[config.mk]
export PLATFORM = sky130hd
export DESIGN_NAME = negate_arbiter
export DESIGN_NICKNAME = d
export VERILOG_FILES = /design/src/rtl/arith_pkg.sv /design/src/rtl/rr_arbiter.sv /design/src/rtl/negate_arbiter.sv
export SDC_FILE = /design/constraint.sdc
export NUM_CORES = 1
export LEC_CHECK = 0
export CAP_MARGIN = 20
export CORE_MARGIN = 4
export CORE_UTILIZATION = 46
export CTS_CLUSTER_SIZE = 12
export DETAILED_ROUTE_END_ITERATION = 8
export GPL_ROUTABILITY_DRIVEN = 0
export PLACE_DENSITY = 0.89
export SETUP_SLACK_MARGIN = 0.15
export SYNTH_ARGS = -nofsm -noshare
export SYNTH_HDL_FRONTEND = slang
export SYNTH_SLANG_ARGS = --single-unit
[constraint.sdc]
create_clock -name iClk -period 8.3 [get_ports iClk]
set_input_delay 2.49 -clock iClk [delete_from_list [all_inputs] [get_ports iClk]]
set_output_delay 2.49 -clock iClk [all_outputs]
set_load 0.02 [all_outputs]
[src/rtl/arith_pkg.sv]
// arith_pkg
// Shared definitions for the arithmetic library datapath blocks.
//   op_e          : requester opcode (OP_NEG = negate, OP_ABS = absolute value)
//   mostNegative  : two's-complement most-negative constant for a given width,
//                   returned in a 64-bit container (callers cast to their width)
package arith_pkg;

  typedef enum logic {
    OP_NEG = 1'b0,
    OP_ABS = 1'b1
  } op_e;

  // The most-negative pattern is a single set MSB; widths above 64 are not
  // used anywhere in the library.
  function automatic logic [63:0] mostNegative(input int unsigned width);
    return 64'd1 << (width - 1);
  endfunction

endpackage

[src/rtl/rr_arbiter.sv]
// rr_arbiter
// Round-robin arbiter that owns the priority pointer. The search starts at the
// pointer and wraps modulo NREQ; after an advance the pointer moves just past
// the granted requester so it gets lowest priority next time.
// Ports:
//   iClk      : clock, rising edge
//   iRst      : asynchronous active-high reset (pointer returns to 0)
//   iReq      : request vector, one bit per requester
//   iAdvance  : the current grant was taken; move the pointer
//   oGrant    : one-hot grant (zero when no request is present)
//   oGrantIdx : encoded index of the granted requester
module rr_arbiter #(
  parameter int NREQ = 4,
  parameter int IDW  = $clog2(NREQ)
) (
  input  logic            iClk,
  input  logic            iRst,
  input  logic [NREQ-1:0] iReq,
  input  logic            iAdvance,
  output logic [NREQ-1:0] oGrant,
  output logic [IDW-1:0]  oGrantIdx
);

  logic [IDW-1:0]    r_ptr;
  logic [2*NREQ-1:0] w_reqDouble;
  logic [IDW-1:0]    w_offset;
  logic              w_found;
  logic [IDW:0]      w_sum;
  logic [IDW-1:0]    w_idx;
  logic [IDW-1:0]    w_ptrNext;

  // Rotating the doubled request vector puts the pointer position at bit 0,
  // so a plain lowest-set-bit search yields the distance from the pointer.
  assign w_reqDouble = {iReq, iReq} >> r_ptr;

  // Find the first pending request at or after the pointer.
  always_comb begin
    w_offset = '0;
    w_found  = 1'b0;
    for (int i = 0; i < NREQ; i++) begin
      if (!w_found && w_reqDouble[i]) begin
        w_found  = 1'b1;
        w_offset = IDW'(i);
      end
    end
  end

  // Pointer plus offset never exceeds 2*NREQ-2, so one conditional subtract
  // is enough to wrap it back into range for non-power-of-two NREQ.
  assign w_sum     = {1'b0, r_ptr} + {1'b0, w_offset};
  assign w_idx     = (w_sum >= (IDW+1)'(NREQ)) ? IDW'(w_sum - (IDW+1)'(NREQ))
                                               : IDW'(w_sum);
  assign w_ptrNext = (w_idx == IDW'(NREQ - 1)) ? '0 : w_idx + IDW'(1);

  assign oGrant    = w_found ? (NREQ'(1) << w_idx) : '0;
  assign oGrantIdx = w_idx;

  // The pointer only moves when the downstream register actually took a grant.
  always_ff @(posedge iClk or posedge iRst) begin
    if (iRst) begin
      r_ptr <= '0;
    end else if (iAdvance && w_found) begin
      r_ptr <= w_ptrNext;
    end
  end

endmodule

[src/rtl/negate_arbiter.sv]
// negate_arbiter
// Shares one two's-complement negate/absolute-value datapath among NREQ
// requesters. A round-robin arbiter picks one requester per cycle; the
// selected operand is negated (or abs'd) into a single output register that
// also carries the requester tag and an overflow flag.
// Configuration macro:
//   NEGATE_ARBITER_SATURATE_EN : when defined, negating the most-negative
//   value returns the most-positive value instead of wrapping (oOvf still set).
// Ports:
//   iClk      : clock, rising edge
//   iRst      : asynchronous active-high reset
//   iReqValid : per-requester request valid
//   iReqOp    : per-requester opcode (0 = negate, 1 = absolute value)
//   iReqData  : operands, requester k at [k*WIDTH +: WIDTH]
//   oReqReady : one-hot acceptance strobe (combinational)
//   oValid    : output register holds a result
//   iReady    : downstream takes the result this cycle
//   oData     : result
//   oId       : index of the requester that produced oData
//   oOvf      : operand was the most-negative value and was negated
module negate_arbiter
  import arith_pkg::*;
#(
  parameter int WIDTH = 8,
  parameter int NREQ  = 4,
  parameter int IDW   = $clog2(NREQ)
) (
  input  logic                  iClk,
  input  logic                  iRst,
  input  logic [NREQ-1:0]       iReqValid,
  input  logic [NREQ-1:0]       iReqOp,
  input  logic [NREQ*WIDTH-1:0] iReqData,
  output logic [NREQ-1:0]       oReqReady,
  output logic                  oValid,
  input  logic                  iReady,
  output logic [WIDTH-1:0]      oData,
  output logic [IDW-1:0]        oId,
  output logic                  oOvf
);

  localparam logic [WIDTH-1:0] C_MOST_NEG = WIDTH'(mostNegative(WIDTH));
  localparam logic [WIDTH-1:0] C_MOST_POS = ~C_MOST_NEG;

  logic             r_valid;
  logic [WIDTH-1:0] r_data;
  logic [IDW-1:0]   r_id;
  logic             r_ovf;

  logic             w_accept;
  logic [NREQ-1:0]  w_grant;
  logic [IDW-1:0]   w_grantIdx;
  logic [WIDTH-1:0] w_operand;
  op_e              w_op;
  logic             w_doNeg;
  logic             w_ovf;
  logic [WIDTH-1:0] w_negated;
  logic [WIDTH-1:0] w_result;

  // The output register can take a new result when empty or draining this
  // cycle, which gives back-to-back throughput.
  assign w_accept  = (!r_valid || iReady) && (|iReqValid);
  assign oReqReady = {NREQ{w_accept}} & w_grant;

  rr_arbiter #(
    .NREQ (NREQ),
    .IDW  (IDW)
  ) u_arb (
    .iClk      (iClk),
    .iRst      (iRst),
    .iReq      (iReqValid),
    .iAdvance  (w_accept),
    .oGrant    (w_grant),
    .oGrantIdx (w_grantIdx)
  );

  // Operand/opcode mux driven by the one-hot grant.
  always_comb begin
    w_operand = '0;
    w_op      = OP_NEG;
    for (int k = 0; k < NREQ; k++) begin
      if (w_grant[k]) begin
        w_operand = iReqData[k*WIDTH +: WIDTH];
        w_op      = op_e'(iReqOp[k]);
      end
    end
  end

  // Abs only negates negative operands; overflow is flagged only when a
  // negation of the most-negative value really happens.
  assign w_doNeg   = (w_op == OP_NEG) || w_operand[WIDTH-1];
  assign w_negated = ~w_operand + WIDTH'(1);
  assign w_ovf     = w_doNeg && (w_operand == C_MOST_NEG);

`ifdef NEGATE_ARBITER_SATURATE_EN
  // Clamp the single unrepresentable case to the most-positive value.
  assign w_result = !w_doNeg ? w_operand : (w_ovf ? C_MOST_POS : w_negated);
`else
  // Wraparound: negating the most-negative value yields itself.
  assign w_result = w_doNeg ? w_negated : w_operand;
  logic w_unusedMostPos;
  assign w_unusedMostPos = ^C_MOST_POS;
`endif

  // Output register: load on accept, clear valid when drained with nothing
  // new to take; data fields hold their last value otherwise.
  always_ff @(posedge iClk or posedge iRst) begin
    if (iRst) begin
      r_valid <= 1'b0;
      r_data  <= '0;
      r_id    <= '0;
      r_ovf   <= 1'b0;
    end else if (w_accept) begin
      r_valid <= 1'b1;
      r_data  <= w_result;
      r_id    <= w_grantIdx;
      r_ovf   <= w_ovf;
    end else if (iReady) begin
      r_valid <= 1'b0;
    end
  end

  assign oValid = r_valid;
  assign oData  = r_data;
  assign oId    = r_id;
  assign oOvf   = r_ovf;

endmodule

Word level (Yosys, flattened, before mapping)
Cells that the tools add are included.
Widths: inputs -> output; s select.

storage, ports and cells
  flip-flop bits (word level) = 14
  logic and storage cells = 52
  output and inout bits = 16
  input bits = 43

operators by class
  shifts and indexed selects = 2
  $add $sub $neg = 4
  mux-type cells = 21
  magnitude comparators = 1
  equality and inequality tests = 2
  bitwise logic cells = 3
  reductions and logical operators = 14

operator list
  operator             number
  $mux 8               5
  $mux 1               11
  $add 8x1->8 const B  1
  $eq 8x8->1 const B   1
  $mux 2               4
  $not 8->8            1
  $shr 8x2->4          1
  $logic_and 1x1->1    6
  $and 4x4->4          1
  $logic_not 1->1      4
  $mux 4               1
  $reduce_or 4->1      1
  $shl 1x2->4 const A  1
  $add 2x2->3          1
  $ge 3x3->1 const B   1
  $add 2x1->2 const B  1
  $eq 2x2->1 const B   1
  $logic_or 1x1->1     2
  $reduce_bool 2->1    1
  $sub 2x1->2 const B  1
  $not 1->1            1

Logic depth before layout (Yosys ltp)
  word-level depth = 23
  depth in mapped cells = 22
  depth with buffers taken out = 20

Cells and area by module
A second synthesis with hierarchy kept.

unflattened totals
  cells, all modules = 150
  area total of the unflattened synthesis = 1287.5 um2

modules (own cells, without submodules)
  module          times used  area an instance (um2)  cells an instance  sequential area each (um2)
  negate_arbiter  1           912.1                   105                300.3
  rr_arbiter      1           375.4                   45                 50.0

Worst setup path before layout
OpenSTA, ideal clock, no wires.

  path kind = input -> output
  start = in iReqValid[0]
  end = out oReqReady[0]
  path buffers = 2
  arrival = 4645 ps
  cell stages on the path = 13
  path slack = 1165 ps
  required time = 5810 ps
  path through = buf_2 -> inv_1 -> o21ai_0 -> a21oi_1 -> nor3_1 -> a21oi_1 -> ha_1 -> xnor2_1 -> nand3_2 -> nand2_2 -> ha_1 -> clkbuf_1 -> and2_1

on the way
  cells in the longest elaborated chain, start to end = 17
  elaborated cells on any way between the ends = 23
  those cells by class = add/sub: 2; order compare: 1; shift: 2; mux: 9; bitwise: 1; reduce/logical: 8

ends and longest elaborated chain
  what                                              RTL line              source
  start, declared                                   negate_arbiter.sv:30  input logic [NREQ-1:0] iReqValid,
  $shr 8x2->4                                       rr_arbiter.sv:34      assign w_reqDouble = {iReq, iReq} >> r_ptr;
  $mux 1                                            rr_arbiter.sv:41      if (!w_found && w_reqDouble[i]) begin
  $logic_not 1->1                                   rr_arbiter.sv:41
  $logic_and 1x1->1                                 rr_arbiter.sv:41
  $mux 1                                            rr_arbiter.sv:41
  $logic_not 1->1                                   rr_arbiter.sv:41
  $logic_and 1x1->1                                 rr_arbiter.sv:41
  $mux 1                                            rr_arbiter.sv:41
  $logic_not 1->1                                   rr_arbiter.sv:41
  $logic_and 1x1->1                                 rr_arbiter.sv:41
  $mux 2                                            rr_arbiter.sv:41
  $add 2x2->3                                       rr_arbiter.sv:50      assign w_sum = {1'b0, r_ptr} + {1'b0, w_offset};
  $ge 3x3->1 / $sub 2x1->2 (equally long branches)  rr_arbiter.sv:51      assign w_idx = (w_sum >= (IDW+1)'(NREQ)) ? IDW'(w_sum - (IDW+1)'(NREQ))
  $mux 2                                            rr_arbiter.sv:51
  $shl 1x2->4                                       rr_arbiter.sv:55      assign oGrant = w_found ? (NREQ'(1) << w_idx) : '0;
  $mux 4                                            rr_arbiter.sv:55
  $and 4x4->4 *                                     negate_arbiter.sv:62  assign oReqReady = {NREQ{w_accept}} & w_grant;
  end, declared                                     negate_arbiter.sv:33  output logic [NREQ-1:0] oReqReady,

Mark *: on every way between the ends. The rest lies on a longest branch, timed or not.

Worst setup path in the final report
  start = in iReqValid[3]
  end = out oReqReady[0]

The elaborated chain is that of the path after synthesis.

==> results <==
power by group through the flow:
| stage | sequential (uW) | clock [uW] | combinational (uW) |
|---|---|---|---|
| 6_report | 130 | 47.6 | 843 |
| 5_1_grt | 136 | 52.0 | 938 |
| 4_1_cts | 129 | 48.8 | 833 |
| 3_5_place_dp | 131 | 0 | 827 |
| 3_3_place_gp | 128 | 0 | 809 |
| 2_1_floorplan | 153 | 0 | 593 |
what timing repair did:
action | CTS | global route
endpoints found under the setup margin | 0 | 1
resized for setup | 0 | 2
hold buffers | 0 | 0
metal layers:
| metal | wire length (um) | global-route usage, % |
|---|---|---|
| met5 | 0 | 0 |
| met4 | 75 | 7.44 |
| met3 | 299 | 1.44 |
| met2 | 1780 | 32.9 |
| met1 | 1550 | 25.4 |
cells by family (layout without fill, tap and decap cells):
family                     Yosys count  count (layout)  share of synthesized area (%)
xor gates and xnor gates             7               7                           4.41
muxes                                8               8                           5.77
AOI/OAI and AO/OA                   54              54                           26.7
adders and majority gates            3               3                           2.70
and+or+nand+nor                     73              73                           27.6
buffers and inverters               21              79                           7.66
DFF                                 14              14                           25.2
per-stage QoR:
stage,hold WS [ps],worst slack (ps),power (uW)
floorplan,568,1160,747
global route,538,149,1130
finish,488,362,1020
CTS,497,294,1010
global placement,461,358,936
detailed placement,479,309,957
worst max-delay path: cells and delay by family:
kind	cells	cell delay (ps)
simple gates	5	630
buf+inv	2	1260
fa+ha+maj	2	460
compound gates	3	370
xor+xnor	1	240
cells in the final DEF, fill, tap and decap left out, drive strengths merged, types with 3 or more instances in the layout:
master and count:
nor2 13, a222oi 4, ha 3, clkdlybuf4s50 58
dfrtp 14, a21oi 15, inv 12, xor2 6
nor3 3, and3 5, o21ai 15, buf 5
mux2i 8, o211ai 5, or3 3, nand3 7
and2 4, clkbuf 4, nand2 29, nor2b 3
final cells by class:
type	count	area (um^2)
fill	220	793
timing repair buffer	63	618
sequential	14	350
inverter	12	45.0
tap	31	38.8
multi-input combinational	145	947
clock buffer	4	36.3
worst paths after layout:
path                                      from            to  slack [ps]  cells past startpoint
worst max-delay path              iReqValid[3]  oReqReady[0]         360                     13
worst min-delay path                    oId[0]        oId[0]         490                      2
worst max register to register  u_arb.r_ptr[1]      oData[4]        4180                     21
worst min register to register          oId[0]        oId[0]         490                      2
max in group asynchronous                 iRst      oData[4]        5420                      2
min in group asynchronous                 iRst        oId[0]        2540                      2
sequential cells by signal, indices dropped and copies added (netlist names):
signal / cells
oId: 2
oOvf: 1
oData: 8
oValid: 1
u_arb.r_ptr: 2
==> results <==
- Based on the critical path, the design can be clocked at up to 126 MHz.
- The internal power of the cells totals 494 uW.
- In the global route stage, overall resource usage came out at 19.4%.
- The final core utilization is 72.0%.
- The clock transition at the registers of the reported paths is around 80 ps.
- In this run the horizontal extent of the chip is 62.9 um.
- The setup violation total in the final timing report is 0.
- The critical path data arrival time is 5450 ps.
- The finished cells cover 2040 um^2.
- The via count of the first global-routing pass is 1,419.
- The worst path in the final design needs a cycle of 7940 ps, including I/O delays and setup.
- After synthesis, the cell types taking the most area are sky130_fd_sc_hd__dfrtp_1, sky130_fd_sc_hd__nand2_1, sky130_fd_sc_hd__mux2i_1.
- Ranked by instance count, the synthesized netlist is headed by sky130_fd_sc_hd__nand2_1, sky130_fd_sc_hd__dfrtp_1, sky130_fd_sc_hd__a21oi_1, sky130_fd_sc_hd__nor2_1, sky130_fd_sc_hd__inv_1.
- The growth of design area from synthesis to finish is 46.6%.
- The most used flip-flop cell after synthesis is sky130_fd_sc_hd__dfrtp_1.
- Port buffering added 58 buffers.
- The number of max-cap violations is 0.
- The routed layout has 1,529 vias.
- The number of antenna diodes in the final layout is 0.
- In this run switching power makes up around half of total power.
- CTS built an H-tree with a depth of 1.
- Traced cell by cell, the critical path runs through clkdlybuf4s50_1 > nand2_1 > a2bb2oi_1 > nor2_1 > a21oi_1 > a21oi_1 > ha_1 > xnor2_2 > nand3_2 > nand2_2 > ha_1 > and2_1 > clkdlybuf4s50_1.
- For this run, design rule violations remaining after detail routing come to 0.
- The share of flip-flops with an asynchronous set or reset is 100%.
- The largest net degree at the start of global routing is 22.
- The worst setup path is launched from a primary input.
- In this design, the stage delay of the slowest critical-path cell is 670 ps.
- The slowest stage of the critical path belongs to the cell sky130_fd_sc_hd__clkdlybuf4s50_1.
- The number of placed instances with taps included is roughly 270.
- The post-route netlist has 9.24% of its cells at a drive strength greater than 1.
- The core region is ~2800 um^2.
- Once the floorplan was initialized, standard cells occupied approximately half of the core.
- Dividing the detail-routed wire length by the instance count gives 13.8 um.
- The count of warnings emitted by yosys is 0.
- The detail route stage leaves a number of antenna-violating nets equal to 0.
- Per report_power, the sequential group accounts for between 10% and 20% of the total.
- For this block, the routed nets add up to 3710 um of wire.
- On the final layout, the worst clock skew is 2.17 ps.
- After clock tree synthesis, the setup repair step added 0 buffers.
- The post-synth net total is 226.
- The run finished with clean final reports.
- 59 I/O pins were placed.
- TritonCTS built the clock tree.
- The violation count after the first detailed-route iteration is 67.
- The finished layout holds 269 standard cells, fillers aside.
- Setup repair after global routing left no endpoint under its margin.
- The per-cell via count in the routed design is 5.68.
- The global-route wire length before repair is 6470 um.
- Across the VDD grid, the largest voltage drop is 243 uV.
- The net switching power is between 500 and 600 uW.
- After synthesis the netlist holds a flip-flop and latch count of 14.
- The count of flip-flops with a built-in enable after synthesis is 0.
- The largest buffer count on any clock path is 2.
- The share of the Yosys chip area taken by registers is 25.2%.
- The critical path in this run is classified as in -> out.
- The number of pins with negative max-slew slack in the final report was 0.
- The final sum of negative setup slack is 0 ps.
- The logic gate share of total power is 82.6%.
- The class of the worst hold path is reg -> reg.
- The cell area that synthesis handed to floorplanning was approximately 1400 um^2.
- The placed wire-length estimate after detailed placement is between 3000 and 4000 um.
- The most common cell in the netlist is sky130_fd_sc_hd__nand2_1.
- The first detailed-routing pass ran for 7 iterations.
- After synthesis, the largest area contributor takes up approximately a quarter of total cell area.
- The total leakage power is between 0.0008 and 0.0009 uW.
- After layout, the worst path uses 95.6% of the clock period.
- The library cell occupying the most area in the post-synthesis netlist is sky130_fd_sc_hd__dfrtp_1.
- The mean post-synth cell area is 7.72 um^2.
- After detailed placement, the total cell area comes to around 2000 um^2.
- STA classifies the critical path endpoint as an output port.
- The clock network fraction of total power is 4.7%.
- The cell count after synthesis came out at 180.
- For this design the ratio of total power to cell area is 502 nW/um^2.
- The number of nets in the layout is roughly 290.
- CTS saw 14 sinks.
- The headroom to the max-slew limit is a little over half.
- The number of core rows is 19.
- The initial antenna violation count was 0.
- The source-to-sink clock delay at the later pin of the worst-skew pair is approximately 270 ps.
- Buffers inserted during clock tree synthesis total 3.
- In this run the vertical extent of the chip is 62.9 um.
- The required arrival time at the worst endpoint is around 5800 ps.
- The area of the die is 3960 um^2.
- Summed over all layers, the global routing overflow is 0.
- The hold violation total from the final report is 0.
- The transition time at the pin with the least slew margin is 692 ps.
- The number of unique standard cell types used by synthesis is 46.
- Clock tree synthesis selected as its root buffer the cell sky130_fd_sc_hd__clkbuf_4.
- The largest fanout on the critical path is 9.
(Power assumes the default switching activity.)
